===== src/rtl/usb_host_bus_if_pkg.sv =====
// Shared definitions for usb_host_bus_if: FSM state encoding, CTRL register layout,
// reset values and a small helper for sizing the phase counter.
package usb_host_bus_if_pkg;

  typedef enum logic [2:0] {
    StIdle,
    StSetup,
    StStrobe,
    StHold,
    StGap,
    StResp
  } state_e;

  // mem_cmd_addr bit that selects the local CTRL register instead of external space
  localparam int unsigned CtrlSelBit = 18;
  // CTRL register bit positions as seen on a read
  localparam int unsigned CtrlRstBit = 0;
  localparam int unsigned CtrlIrqBit = 1;
  // CTRL[0] resets low so the controller stays in reset until software releases it
  localparam logic CtrlRstVal = 1'b0;

  function automatic int unsigned max4(input int unsigned a, input int unsigned b,
                                       input int unsigned c, input int unsigned d);
    int unsigned m;
    m = a;
    if (b > m) m = b;
    if (c > m) m = c;
    if (d > m) m = d;
    return m;
  endfunction

endpackage


===== src/rtl/usb_host_bus_if_sync2.sv =====
// Two-flop synchronizer with asynchronous active-low reset (resets to 0).
//   clk_i  : destination clock
//   rst_ni : asynchronous active-low reset
//   d_i    : asynchronous input
//   q_o    : synchronized output, two edges of latency
module usb_host_bus_if_sync2 (
  input  logic clk_i,
  input  logic rst_ni,
  input  logic d_i,
  output logic q_o
);

  logic meta_q;
  logic sync_q;

  always_ff @(posedge clk_i or negedge rst_ni) begin
    if (!rst_ni) begin
      meta_q <= 1'b0;
      sync_q <= 1'b0;
    end else begin
      meta_q <= d_i;
      sync_q <= meta_q;
    end
  end

  assign q_o = sync_q;

endmodule


===== src/rtl/usb_host_bus_if.sv =====
// CPU-bus slave for the external USB host controller.
// Turns 32-bit mem_cmd accesses into two timed 16-bit asynchronous bus cycles
// (usb_cs_/usb_rd_/usb_wr_/usb_a/usb_d_*) and returns read data on mem_rsp.
// A local CTRL register (mem_cmd_addr[18]=1) drives usb_reset_ and reports the interrupt.
//   clk, reset_           : clock, asynchronous active-low reset
//   mem_cmd_*             : command port (accepted only in idle)
//   mem_rsp_ready/rdata   : one-cycle read response
//   usb_reset_            : controller reset from CTRL[0]
//   usb_cs_/rd_/wr_/a     : active-low strobes and half-word address
//   usb_d_o/usb_d_oe/usb_d_i : data bus toward the pad tristate
//   usb_irq/usb_irq_sync  : interrupt in / synchronized copy
// Optional feature macro: USB_IRQ_SYNC_EN enables the interrupt synchronizer.
module usb_host_bus_if
  import usb_host_bus_if_pkg::*;
#(
  parameter int unsigned SETUP_CYCLES  = 1,
  parameter int unsigned STROBE_CYCLES = 3,
  parameter int unsigned HOLD_CYCLES   = 1,
  parameter int unsigned GAP_CYCLES    = 1
) (
  input  logic        clk,
  input  logic        reset_,
  input  logic        mem_cmd_sel,
  input  logic        mem_cmd_valid,
  output logic        mem_cmd_ready,
  input  logic        mem_cmd_wr,
  input  logic [18:0] mem_cmd_addr,
  input  logic [31:0] mem_cmd_wdata,
  input  logic [3:0]  mem_cmd_be,
  output logic        mem_rsp_ready,
  output logic [31:0] mem_rsp_rdata,
  output logic        usb_reset_,
  output logic        usb_cs_,
  output logic        usb_rd_,
  output logic        usb_wr_,
  output logic [16:0] usb_a,
  output logic [15:0] usb_d_o,
  output logic        usb_d_oe,
  input  logic [15:0] usb_d_i,
  input  logic        usb_irq,
  output logic        usb_irq_sync
);

  localparam int unsigned MaxCyc = max4(SETUP_CYCLES, STROBE_CYCLES, HOLD_CYCLES, GAP_CYCLES);
  localparam int unsigned CntW   = $clog2(MaxCyc + 1);
  localparam logic [CntW-1:0] SetupLd  = CntW'(SETUP_CYCLES - 1);
  localparam logic [CntW-1:0] StrobeLd = CntW'(STROBE_CYCLES - 1);
  localparam logic [CntW-1:0] HoldLd   = CntW'(HOLD_CYCLES - 1);
  localparam logic [CntW-1:0] GapLd    = CntW'(GAP_CYCLES - 1);

  logic irq_sync;

`ifdef USB_IRQ_SYNC_EN
  usb_host_bus_if_sync2 u_irq_sync (
    .clk_i  (clk),
    .rst_ni (reset_),
    .d_i    (usb_irq),
    .q_o    (irq_sync)
  );
`else
  logic unused_irq;
  assign unused_irq = usb_irq;
  assign irq_sync   = 1'b0;
`endif

  // Byte offset within the word plays no role on a 16-bit half-word bus
  logic unused_addr;
  assign unused_addr = ^mem_cmd_addr[1:0];

  state_e          state_q, state_d;
  logic [CntW-1:0] cnt_q, cnt_d;
  logic            wr_q, wr_d;
  logic [15:0]     addr_q, addr_d;
  logic [31:0]     wdata_q, wdata_d;
  logic            be_hi_q, be_hi_d;
  logic            half_q, half_d;
  logic            ctrl_q, ctrl_d;
  logic            cs_n_q, cs_n_d, rd_n_q, rd_n_d, wr_n_q, wr_n_d;
  logic [16:0]     a_q, a_d;
  logic [15:0]     do_q, do_d;
  logic            oe_q, oe_d;
  logic            rsp_q, rsp_d;
  logic [31:0]     rdata_q, rdata_d;
  logic            accept, bus_act;

  assign accept = mem_cmd_valid & mem_cmd_sel & (state_q == StIdle);

  always_comb begin
    state_d = state_q;
    cnt_d   = cnt_q;
    wr_d    = wr_q;
    addr_d  = addr_q;
    wdata_d = wdata_q;
    be_hi_d = be_hi_q;
    half_d  = half_q;
    ctrl_d  = ctrl_q;
    rdata_d = rdata_q;
    rsp_d   = 1'b0;

    unique case (state_q)
      StIdle: begin
        if (accept) begin
          wr_d    = mem_cmd_wr;
          addr_d  = mem_cmd_addr[17:2];
          wdata_d = mem_cmd_wdata;
          be_hi_d = |mem_cmd_be[3:2];
          if (mem_cmd_addr[CtrlSelBit]) begin
            if (mem_cmd_wr) begin
              if (mem_cmd_be[0]) ctrl_d = mem_cmd_wdata[CtrlRstBit];
            end else begin
              rdata_d             = '0;
              rdata_d[CtrlRstBit] = ctrl_q;
              rdata_d[CtrlIrqBit] = irq_sync;
              rsp_d               = 1'b1;
              state_d             = StResp;
            end
          end else if (!mem_cmd_wr || (|mem_cmd_be)) begin
            // Writes skip the low half when only the upper bytes are enabled
            half_d  = mem_cmd_wr && !(|mem_cmd_be[1:0]);
            cnt_d   = SetupLd;
            state_d = StSetup;
          end
        end
      end
      StSetup: begin
        if (cnt_q == '0) begin
          cnt_d   = StrobeLd;
          state_d = StStrobe;
        end else begin
          cnt_d = cnt_q - CntW'(1);
        end
      end
      StStrobe: begin
        if (cnt_q == '0) begin
          if (!wr_q) begin
            if (half_q) rdata_d[31:16] = usb_d_i;
            else        rdata_d[15:0]  = usb_d_i;
          end
          cnt_d   = HoldLd;
          state_d = StHold;
        end else begin
          cnt_d = cnt_q - CntW'(1);
        end
      end
      StHold: begin
        if (cnt_q == '0) begin
          if (!half_q && (!wr_q || be_hi_q)) begin
            half_d  = 1'b1;
            cnt_d   = GapLd;
            state_d = StGap;
          end else if (!wr_q) begin
            rsp_d   = 1'b1;
            state_d = StResp;
          end else begin
            state_d = StIdle;
          end
        end else begin
          cnt_d = cnt_q - CntW'(1);
        end
      end
      StGap: begin
        if (cnt_q == '0) begin
          cnt_d   = SetupLd;
          state_d = StSetup;
        end else begin
          cnt_d = cnt_q - CntW'(1);
        end
      end
      StResp: begin
        state_d = StIdle;
      end
      default: begin
        state_d = StIdle;
      end
    endcase

    // Bus outputs are registered from the next state so they align with it
    bus_act = (state_d == StSetup) || (state_d == StStrobe) || (state_d == StHold);
    cs_n_d  = !bus_act;
    rd_n_d  = !((state_d == StStrobe) && !wr_d);
    wr_n_d  = !((state_d == StStrobe) && wr_d);
    oe_d    = bus_act && wr_d;
    a_d     = bus_act ? {addr_d, half_d} : a_q;
    do_d    = oe_d ? (half_d ? wdata_d[31:16] : wdata_d[15:0]) : do_q;
  end

  always_ff @(posedge clk or negedge reset_) begin
    if (!reset_) begin
      state_q <= StIdle;
      cnt_q   <= '0;
      wr_q    <= 1'b0;
      addr_q  <= '0;
      wdata_q <= '0;
      be_hi_q <= 1'b0;
      half_q  <= 1'b0;
      ctrl_q  <= CtrlRstVal;
      cs_n_q  <= 1'b1;
      rd_n_q  <= 1'b1;
      wr_n_q  <= 1'b1;
      a_q     <= '0;
      do_q    <= '0;
      oe_q    <= 1'b0;
      rsp_q   <= 1'b0;
      rdata_q <= '0;
    end else begin
      state_q <= state_d;
      cnt_q   <= cnt_d;
      wr_q    <= wr_d;
      addr_q  <= addr_d;
      wdata_q <= wdata_d;
      be_hi_q <= be_hi_d;
      half_q  <= half_d;
      ctrl_q  <= ctrl_d;
      cs_n_q  <= cs_n_d;
      rd_n_q  <= rd_n_d;
      wr_n_q  <= wr_n_d;
      a_q     <= a_d;
      do_q    <= do_d;
      oe_q    <= oe_d;
      rsp_q   <= rsp_d;
      rdata_q <= rdata_d;
    end
  end

  assign mem_cmd_ready = (state_q == StIdle);
  assign mem_rsp_ready = rsp_q;
  assign mem_rsp_rdata = rdata_q;
  assign usb_reset_    = ctrl_q;
  assign usb_cs_       = cs_n_q;
  assign usb_rd_       = rd_n_q;
  assign usb_wr_       = wr_n_q;
  assign usb_a         = a_q;
  assign usb_d_o       = do_q;
  assign usb_d_oe      = oe_q;
  assign usb_irq_sync  = irq_sync;

endmodule

===== config.mk =====
export PLATFORM = sky130hd
export DESIGN_NAME = usb_host_bus_if
export DESIGN_NICKNAME = d
export VERILOG_FILES = /design/src/rtl/usb_host_bus_if_pkg.sv /design/src/rtl/usb_host_bus_if_sync2.sv /design/src/rtl/usb_host_bus_if.sv
export SDC_FILE = /design/constraint.sdc
export NUM_CORES = 1
export LEC_CHECK = 0
export CAP_MARGIN = 0
export CORE_AREA = 3 3 121 123
export CTS_BUF_LIST = sky130_fd_sc_hd__clkbuf_2 sky130_fd_sc_hd__clkbuf_4 sky130_fd_sc_hd__clkbuf_8
export DETAILED_ROUTE_END_ITERATION = 6
export DIE_AREA = 0 0 124 126
export PLACE_DENSITY = 0.7
export REMOVE_ABC_BUFFERS = 1
export SYNTH_ARGS = -nofsm -noshare
export SYNTH_HDL_FRONTEND = slang
export SYNTH_SLANG_ARGS = --single-unit

===== constraint.sdc =====
create_clock -name clk -period 2.2 [get_ports clk]
set_input_delay 0.22 -clock clk [delete_from_list [all_inputs] [get_ports clk]]
set_output_delay 0.22 -clock clk [all_outputs]
set_load 0.01 [all_outputs]

==> flow_summary.json, run 1 <==
{
  "pre_cts_slack_ps": -254,
  "fin_crit_sh_pct": 98.7,
  "holdWs_ps": 345,
  "synthTopCellsByArea": "dfrtp_1 57%, mux2_2 16%, mux2i_1 6.3%",
  "yosys.cell_types.count": 48,
  "drt_pass1_iterations": 4,
  "power.total_w": 0.0125,
  "avgRoutedWirePerCell_um": 16.0,
  "synth_top_cell_by_area": "dfrtp_1",
  "dpl_cell_area_um2": 7310,
  "area.growth.synth_to_final_pct": 45.7,
  "r2r_start": "state_q[0]",
  "root_buffer": "clkbuf_8",
  "vias": 3616,
  "finalSetupViolCount": 0,
  "grt_pass1_wl_mm": 19.5,
  "start_util_pct": 39.4,
  "critPathArrivalTime_ps": 2470,
  "ys_async_sr_fraction_pct": 100,
  "final_core_util_pct": 57.5,
  "r2r_slack_ps": 30,
  "fill_cells": 1148,
  "rsz0062_at_grt": "yes",
  "ff_latch_area_um2": 3180,
  "fmax_mhz": 461,
  "mostFrequentLayoutCells": "143 x clkdlybuf4s50_1, 124 x dfrtp_1, 77 x mux2_2",
  "setup_ws_ps": 28.5,
  "clk_pin_slew_ps": 70,
  "die_h_um": 126,
  "fin_crit_ps": 2170,
  "synth_edf_count": 0,
  "synth_area_per_cell_um2": 14.2,
  "drt_wl_total_mm": 12.1,
  "cts_buffers": 17,
  "power.leakage_nw": 3.58,
  "ys_seq_area_share_pct": 58.6,
  "path_class": "flip-flop to flip-flop",
  "design_area_um2": 7910,
  "hp-class": "primary input to async pin",
  "clock_latency_ps": 420,
  "final_common_cell": "clkdlybuf4s50_1",
  "hpwl_mm": 8.38,
  "antenna_cells": 0,
  "maxSlewViolCount": 0,
  "netlist_instances": 382,
  "drt_iter0_drc": 85,
  "power_density_nw_per_um2": 1590,
  "num-nets-final": 646,
  "max_cap_violations": 0,
  "via_per_inst": 4.77,
  "coreArea_um2": 13800,
  "grt_overflow": 0,
  "grt.total_usage_pct": 16.1,
  "cts_tree": "built",
  "grt_pass1_vias": 3928,
  "antenna_found_initial": 0,
  "ios": 150,
  "grt_max_degree": 54,
  "finalWeightedCongestion": 0.825,
  "synth_ff_type": "dfrtp_1",
  "cp.required_ps": 2500,
  "multi_input_area_um2": 2090,
  "route.detailed.drc": 0,
  "relSlewSlack_pct": 58.9,
  "ir_worst_vdd_mv": 0.909,
  "h-tree-depth": 4,
  "outcome": "complete, no violations",
  "syn_area_um2": 5430,
  "rows": 43,
  "cp-end-kind": "flip-flop",
  "worst_pin_slew_ps": 617,
  "die_area_um2": 15600,
  "r2r_cells": 7,
  "worstReg2RegEnd": "usb_d_o[6]",
  "yosysTopAreaCellShare_pct": 57.1,
  "synth.ff_latch_count": 127,
  "cp-start-kind": "flip-flop",
  "clock_skew_ps": 7.02,
  "cp_max_fo": 18,
  "io_buffers": 145,
  "ctsLongestPathBuffers": 2,
  "antenna_left": 0,
  "fp.dieW_um": 124,
  "drive_above_1_share_pct": 31.5,
  "cts_sinks": 127,
  "synth_warnings": 0,
  "hold_viol": 0
}
sequential cells by signal, summed over array words and instances, names as in the netlist, 2 cells and up:
register and count:
cnt_q 2, addr_q 16, usb_d_o 16, wdata_q 32, mem_rsp_rdata 32, usb_a 17, state_q 3
synth_stat cells, types with 2 or more instances:
| master | instances |
|---|---|
| a211o_1 | 2 |
| a21oi_1 | 5 |
| and2_1 | 16 |
| buf_2 | 11 |
| buf_4 | 3 |
| buf_6 | 4 |
| clkbuf_1 | 4 |
| dfrtp_1 | 124 |
| dfstp_2 | 3 |
| ha_1 | 3 |
| inv_1 | 22 |
| mux2_1 | 11 |
| mux2_2 | 77 |
| mux2_4 | 9 |
| mux2i_1 | 34 |
| nand2_1 | 6 |
| nand2b_1 | 4 |
| nand3_1 | 3 |
| nand3b_1 | 3 |
| nor2_1 | 5 |
| nor3_1 | 2 |
| o21ai_0 | 5 |
stage by stage:
step,TNS (ps),cells
2_1_floorplan,-47500,359
3_3_place_gp,-5600,718
3_5_place_dp,-6980,718
4_1_cts,0,752
5_1_grt,-1310,758
6_report,0,758
critical path: stages (launching register included):
cell and delay, ps:
dfrtp_1 380, or3_4 440, buf_6 150, o41a_1 370, o22ai_2 170, buf_12 220, mux2i_1 220, mux2i_1 100
power by group:
part	internal (W)	total (W)	switching [W]
sequential	0.00351	0.00398	0.000473
combinational	0.00390	0.00649	0.00259
clock	0.00120	0.00208	0.000885
worst max path at each step:
stage / from / to / slack, ps / cells past startpoint
detailed placement: mem_cmd_wr / usb_a[4] / -250 / 8
CTS: cnt_q[0] / usb_a[14] / 7 / 9
finish: state_q[0] / usb_d_o[6] / 30 / 7
floorplan: state_q[0] / usb_d_o[0] / -1710 / 5
global placement: mem_cmd_wr / usb_a[2] / -230 / 8
global route: state_q[0] / usb_d_o[6] / -90 / 7
per-layer routing:
layer  routed length [um]  track usage (%)
met1                 5100             19.6
met2                 5980             26.5
met3                  868             5.93
met4                  179             5.03
met5                    0                0
cells by family (layout without fill, tap and decap cells):
kind of cell,count (synthesis),in the layout,share of synthesized area (%)
DFF,127,127,58.6
other,1,1,0.0690
and+or+nand+nor,51,51,5.99
muxes,131,131,27.0
AOI/OAI and AO/OA,24,24,3.27
buffers and inverters,45,241,4.42
adders and majority gates,3,3,0.691
area by class of cell:
| type | instances | share of cell area, % |
|---|---|---|
| multi-input cells | 210 | 26.4 |
| flip-flops and latches | 127 | 40.2 |
| inverters | 22 | 1.04 |
| clock inverters | 10 | 1.71 |
| clock buffers | 21 | 3.49 |
| repair buffers | 188 | 24.3 |
| well taps | 180 | 2.85 |
repair_timing:
item,4_1_cts,5_1_grt
endpoints found under the hold margin,43,0
gates cloned,1,2
buffers inserted,1,4
pin swaps,3,1
gates resized for setup,12,7
hold buffers,1,0
endpoints found under the setup margin,49,40
Note: power is estimated with default switching activity, not from simulation.
==> run 2, diff against run 1 <==
--- a/config.mk
+++ b/config.mk
@@ -10,7 +10,7 @@
 export CTS_BUF_LIST = sky130_fd_sc_hd__clkbuf_2 sky130_fd_sc_hd__clkbuf_4 sky130_fd_sc_hd__clkbuf_8
 export DETAILED_ROUTE_END_ITERATION = 6
 export DIE_AREA = 0 0 124 126
-export PLACE_DENSITY = 0.7
+export PLACE_DENSITY = 0.67
 export REMOVE_ABC_BUFFERS = 1
 export SYNTH_ARGS = -nofsm -noshare
 export SYNTH_HDL_FRONTEND = slang
==> run 2 against run 1 <==
Effect of this change: register-to-register slack improved by 50 ps; via count fell by 0.25%; largest cell class unchanged; clock-buffer cell count rose by 10.
==> flow_summary.json, run 2 (synthesized netlist as in run 1, its figures left out) <==
{
  "outcome": "complete, no violations",
  "maxSlewViolCount": 0,
  "fin_tns_setup_ps": 0,
  "clock_latency_ps": 430,
  "grt_max_degree": 49,
  "cts_sinks": 127,
  "dp.cells": 718,
  "drive_above_1_share_pct": 30.8,
  "hold_viol": 0,
  "relSlewSlack_pct": 62.2,
  "die_area_um2": 15600,
  "antenna_cells": 0,
  "via_per_inst": 4.80,
  "drt_pass1_iterations": 4,
  "area.growth.synth_to_final_pct": 44.2,
  "drt_iter0_drc": 96,
  "cp.required_ps": 2510,
  "hpwl_mm": 8.57,
  "num-nets-final": 639,
  "clock_skew_ps": 12.0,
  "avgRoutedWirePerCell_um": 16.4,
  "power_density_nw_per_um2": 1560,
  "drt_wl_total_mm": 12.3,
  "power.total_w": 0.0122,
  "ir_worst_vdd_mv": 0.766,
  "grt.total_usage_pct": 16.5,
  "cts_buffers": 17,
  "fin_crit_sh_pct": 96.5,
  "io_buffers": 145,
  "grt_pass1_wl_mm": 19.8,
  "finalWeightedCongestion": 0.821,
  "finalSetupViolCount": 0,
  "route.detailed.drc": 0,
  "stdcell_count": 752,
  "grt_pass1_vias": 3968,
  "final_common_cell": "clkdlybuf4s50_1",
  "antenna_left": 0,
  "ctsLongestPathBuffers": 2,
  "cp_max_fo": 9,
  "antenna_found_initial": 0,
  "path_class": "flip-flop to flip-flop",
  "grt_overflow": 0,
  "vias": 3607,
  "clk_pin_slew_ps": 70,
  "h-tree-depth": 4,
  "max_cap_violations": 0,
  "hp-class": "primary input to async pin",
  "fmax_mhz": 471,
  "fp.dieW_um": 124,
  "cp-start-kind": "flip-flop",
  "setup_ws_ps": 76.9,
  "power.leakage_nw": 3.54,
  "final_core_util_pct": 56.9,
  "pre_cts_slack_ps": -259,
  "ios": 150,
  "mostFrequentLayoutCells": "143 x clkdlybuf4s50_1, 124 x dfrtp_1, 77 x mux2_2",
  "worst_pin_slew_ps": 567,
  "root_buffer": "clkbuf_8",
  "critPathArrivalTime_ps": 2440,
  "coreArea_um2": 13800,
  "die_h_um": 126,
  "rows": 43,
  "cp-end-kind": "flip-flop",
  "start_util_pct": 39.4,
  "fin_crit_ps": 2120,
  "cts_tree": "built"
}
-- run 2: cell types whose count changed in the layout (fill, tap and decap cells not counted), sizes merged --
cell,previous run,this run
clkdlybuf4s15,1,0
buf,41,35
bufinv,3,1
clkinv,4,0
clkinvlp,1,0
dlygate4sd2,0,1
inv,24,22
clkbuf,23,32
-- run 2: worst max-delay path, cell delays in order, from the launching register on --
cell       delay, ps
dfrtp_1          370
inv_2             60
ha_4             180
a21oi_2          140
a311oi_2          60
a2111oi_1        360
buf_4            200
or2_4            150
clkbuf_16        170
mux2_4           300
-- run 2: worst paths after layout --
kind | cells after the start | startpoint | end | slack, ps
worst max register to register | 9 | cnt_q[0] | usb_a[16] | 80
min in group clk | 3 | usb_d_i[0] | mem_rsp_rdata[0] | 390
max in group asynchronous | 3 | reset_ | wdata_q[18] | 1200
worst min register to register | 1 | mem_rsp_rdata[5] | mem_rsp_rdata[5] | 490
worst min-delay path | 2 | reset_ | cnt_q[0] | 340
worst max-delay path | 9 | cnt_q[0] | usb_a[16] | 80
-- run 2: power by group --
group          total (W)  switching [W]  internal, W
clock            0.00200       0.000817      0.00118
combinational    0.00624        0.00256      0.00368
sequential       0.00398       0.000469      0.00351
-- run 2: area by class of cell --
cell class | count | area (um2)
fill | 1160 | 5940
tap | 180 | 225
clock buffer | 31 | 377
inverter | 22 | 82.6
sequential | 127 | 3180
timing repair buffer | 181 | 1850
multi-input combinational | 210 | 2080
clock inverter | 1 | 30.0
-- run 2: metrics by stage --
step	area, um2	hold WS (ps)
after floorplan	5280	-75.6
final	7840	338
after detailed placement	7330	246
after global placement	7330	232
after global routing	7840	342
after CTS	7770	306
-- run 2: timing repair --
| action | CTS | global route |
|---|---|---|
| resized for setup | 5 | 10 |
| pin swaps | 1 | 4 |
| endpoints found under the hold margin | 35 | 0 |
| buffers inserted | 0 | 0 |
| gates cloned | 0 | 1 |
| setup endpoints to repair | 34 | 33 |
| hold buffers | 1 | 0 |
-- run 2: metal layers --
layer  global-route usage (%)  up-vias  share of wire (%)
met5                        0        -                  0
met1                     20.4     1785                 43
met4                     8.44        0                3.0
met2                     25.9      116                 48
li1                         -     1677                  -
met3                     4.98       29                6.1
==> run 3, diff against run 2 <==
--- a/config.mk
+++ b/config.mk
@@ -10,8 +10,9 @@
 export CTS_BUF_LIST = sky130_fd_sc_hd__clkbuf_2 sky130_fd_sc_hd__clkbuf_4 sky130_fd_sc_hd__clkbuf_8
 export DETAILED_ROUTE_END_ITERATION = 6
 export DIE_AREA = 0 0 124 126
-export PLACE_DENSITY = 0.67
+export PLACE_DENSITY = 0.65
 export REMOVE_ABC_BUFFERS = 1
+export SKIP_CTS_REPAIR_TIMING = 1
 export SYNTH_ARGS = -nofsm -noshare
 export SYNTH_HDL_FRONTEND = slang
 export SYNTH_SLANG_ARGS = --single-unit
==> constraint.sdc (replaced) <==
create_clock -name clk -period 2.55 [get_ports clk]
set_input_delay 0.255 -clock clk [delete_from_list [all_inputs] [get_ports clk]]
set_output_delay 0.255 -clock clk [all_outputs]
set_load 0.01 [all_outputs]
==> run 3 against run 2 <==
Effect of this change: wire length down 3.4%; clock power down 5%; final area down 2.7%; register-to-register slack better by 96 ps; fmax down 11%; setup slack better by 96 ps; combinational power down 22%; flip-flop and latch count unchanged; via count down 2.4%; core utilization down 1.6 points; die area unchanged; clock skew down 0.73 ps; highest routed layer unchanged.
==> flow_summary.json, run 3 (synthesized netlist as in run 1, its figures left out) <==
{
  "outcome": "complete, no violations",
  "io_buffers": 145,
  "power.leakage_nw": 3.43,
  "wl_met2_mm": 5.39,
  "cts_tree": "built",
  "fin_crit_sh_pct": 93.2,
  "antenna_left": 0,
  "grt_pass1_vias": 3771,
  "worst_pin_slew_ps": 1060,
  "p_int_w": 0.00700,
  "fill_cells": 1208,
  "finalWeightedCongestion": 0.760,
  "ir_worst_vdd_mv": 0.729,
  "cts_sinks": 127,
  "critPathArrivalTime_ps": 2690,
  "wl_met1_mm": 5.13,
  "route.detailed.drc": 0,
  "max_cap_violations": 0,
  "rsz0062_at_grt": "no",
  "rows": 43,
  "antenna_cells": 0,
  "combPwrFrac_pct": 47.6,
  "p_switching_w": 0.00320,
  "final_common_cell": "clkdlybuf4s50_1",
  "hold_viol": 0,
  "topRoutingLayerUsed": "met4",
  "fmax_mhz": 421,
  "clk_pin_slew_ps": 70,
  "grt.total_usage_pct": 15.6,
  "r2r_slack_ps": 170,
  "drt_wl_total_mm": 11.9,
  "root_buffer": "clkbuf_8",
  "ff_latch_area_um2": 3180,
  "p_clk_share_pct": 18.6,
  "start_util_pct": 39.4,
  "die_area_um2": 15600,
  "cts_buffers": 17,
  "fin_crit_ps": 2380,
  "drive_above_1_share_pct": 27.0,
  "seq_power_share_pct": 33.8,
  "hp-class": "primary input to async pin",
  "multi_input_area_um2": 2030,
  "finalSetupViolCount": 0,
  "dp.cells": 702,
  "drt_iter0_drc": 129,
  "drt_pass1_iterations": 4,
  "coreArea_um2": 13800,
  "switching_share_pct": 31.4,
  "mostFrequentLayoutCells": "144 x clkdlybuf4s50_1, 124 x dfrtp_1, 77 x mux2_2",
  "ctsLongestPathBuffers": 2,
  "fp.dieW_um": 124,
  "wl_met3_mm": 1.22,
  "holdWs_ps": 374,
  "ios": 150,
  "die_h_um": 126,
  "grt_pass1_wl_mm": 18.8,
  "relSlewSlack_pct": 29.2,
  "clock_skew_ps": 11.2,
  "avgRoutedWirePerCell_um": 16.2,
  "cp-start-kind": "flip-flop",
  "power_density_nw_per_um2": 1340,
  "grt_overflow": 0,
  "stdcell_count": 735,
  "cp.required_ps": 2860,
  "grt_max_degree": 54,
  "maxSlewViolCount": 0,
  "path_class": "flip-flop to flip-flop",
  "area.growth.synth_to_final_pct": 40.3,
  "cp-end-kind": "flip-flop",
  "clock_latency_ps": 430,
  "hpwl_mm": 8.19,
  "antenna_found_initial": 0,
  "vias": 3521,
  "via_per_inst": 4.79,
  "cp_max_fo": 17,
  "h-tree-depth": 4,
  "num-nets-final": 622
}
## run 3: final timing paths
| path | depth (start not counted) | end | from |
|---|---|---|---|
| worst max-delay path | 3 | mem_rsp_rdata[18] | state_q[0] |
| worst min-delay path | 2 | wdata_q[3] | reset_ |
| worst max register to register | 3 | mem_rsp_rdata[18] | state_q[0] |
| worst min register to register | 1 | mem_rsp_rdata[5] | mem_rsp_rdata[5] |
| max in group asynchronous | 3 | usb_wr_ | reset_ |
| min in group clk | 3 | mem_rsp_rdata[0] | usb_d_i[0] |
## run 3: layout make-up
class | count | area share (%)
multi-input cells | 210 | 26.7
flip-flops and latches | 127 | 41.8
repair buffers | 164 | 21.7
clock inverters | 5 | 1.35
well taps | 180 | 2.96
inverters | 22 | 1.08
clock buffers | 27 | 4.47
## run 3: critical path, stage by stage (launching register included)
cell and delay, ps:
dfrtp_1 380, or3_1 580, o221ai_2 880, mux2_2 410
## run 3: routing by layer
metal	vias up	global-route usage, %
li1	1652	-
met1	1731	19.7
met2	124	24.0
met3	14	7.18
met4	0	5.03
met5	-	0
## run 3: through the flow
step	instance area [um2]	total power [W]	worst slack, ps	TNS, ps	util (%)
6_report	7620	0.0102	173	0	55.3
5_1_grt	7620	0.0109	4.75	0	55.3
4_1_cts	7610	0.0104	90.8	0	55.2
3_5_place_dp	7160	0.00841	6.37	0	52.0
3_3_place_gp	7160	0.00826	25.0	0	52.0
2_1_floorplan	5280	0.00621	-1360	-28370	-
## run 3: power by group through the flow
| stage | combinational [W] | sequential, W | clock [W] |
|---|---|---|---|
| floorplan | 0.00252 | 0.00369 | 0 |
| global placement | 0.00482 | 0.00343 | 0 |
| detailed placement | 0.00493 | 0.00348 | 0 |
| CTS | 0.00494 | 0.00345 | 0.00197 |
| global route | 0.00527 | 0.00356 | 0.00206 |
| finish | 0.00485 | 0.00344 | 0.00190 |
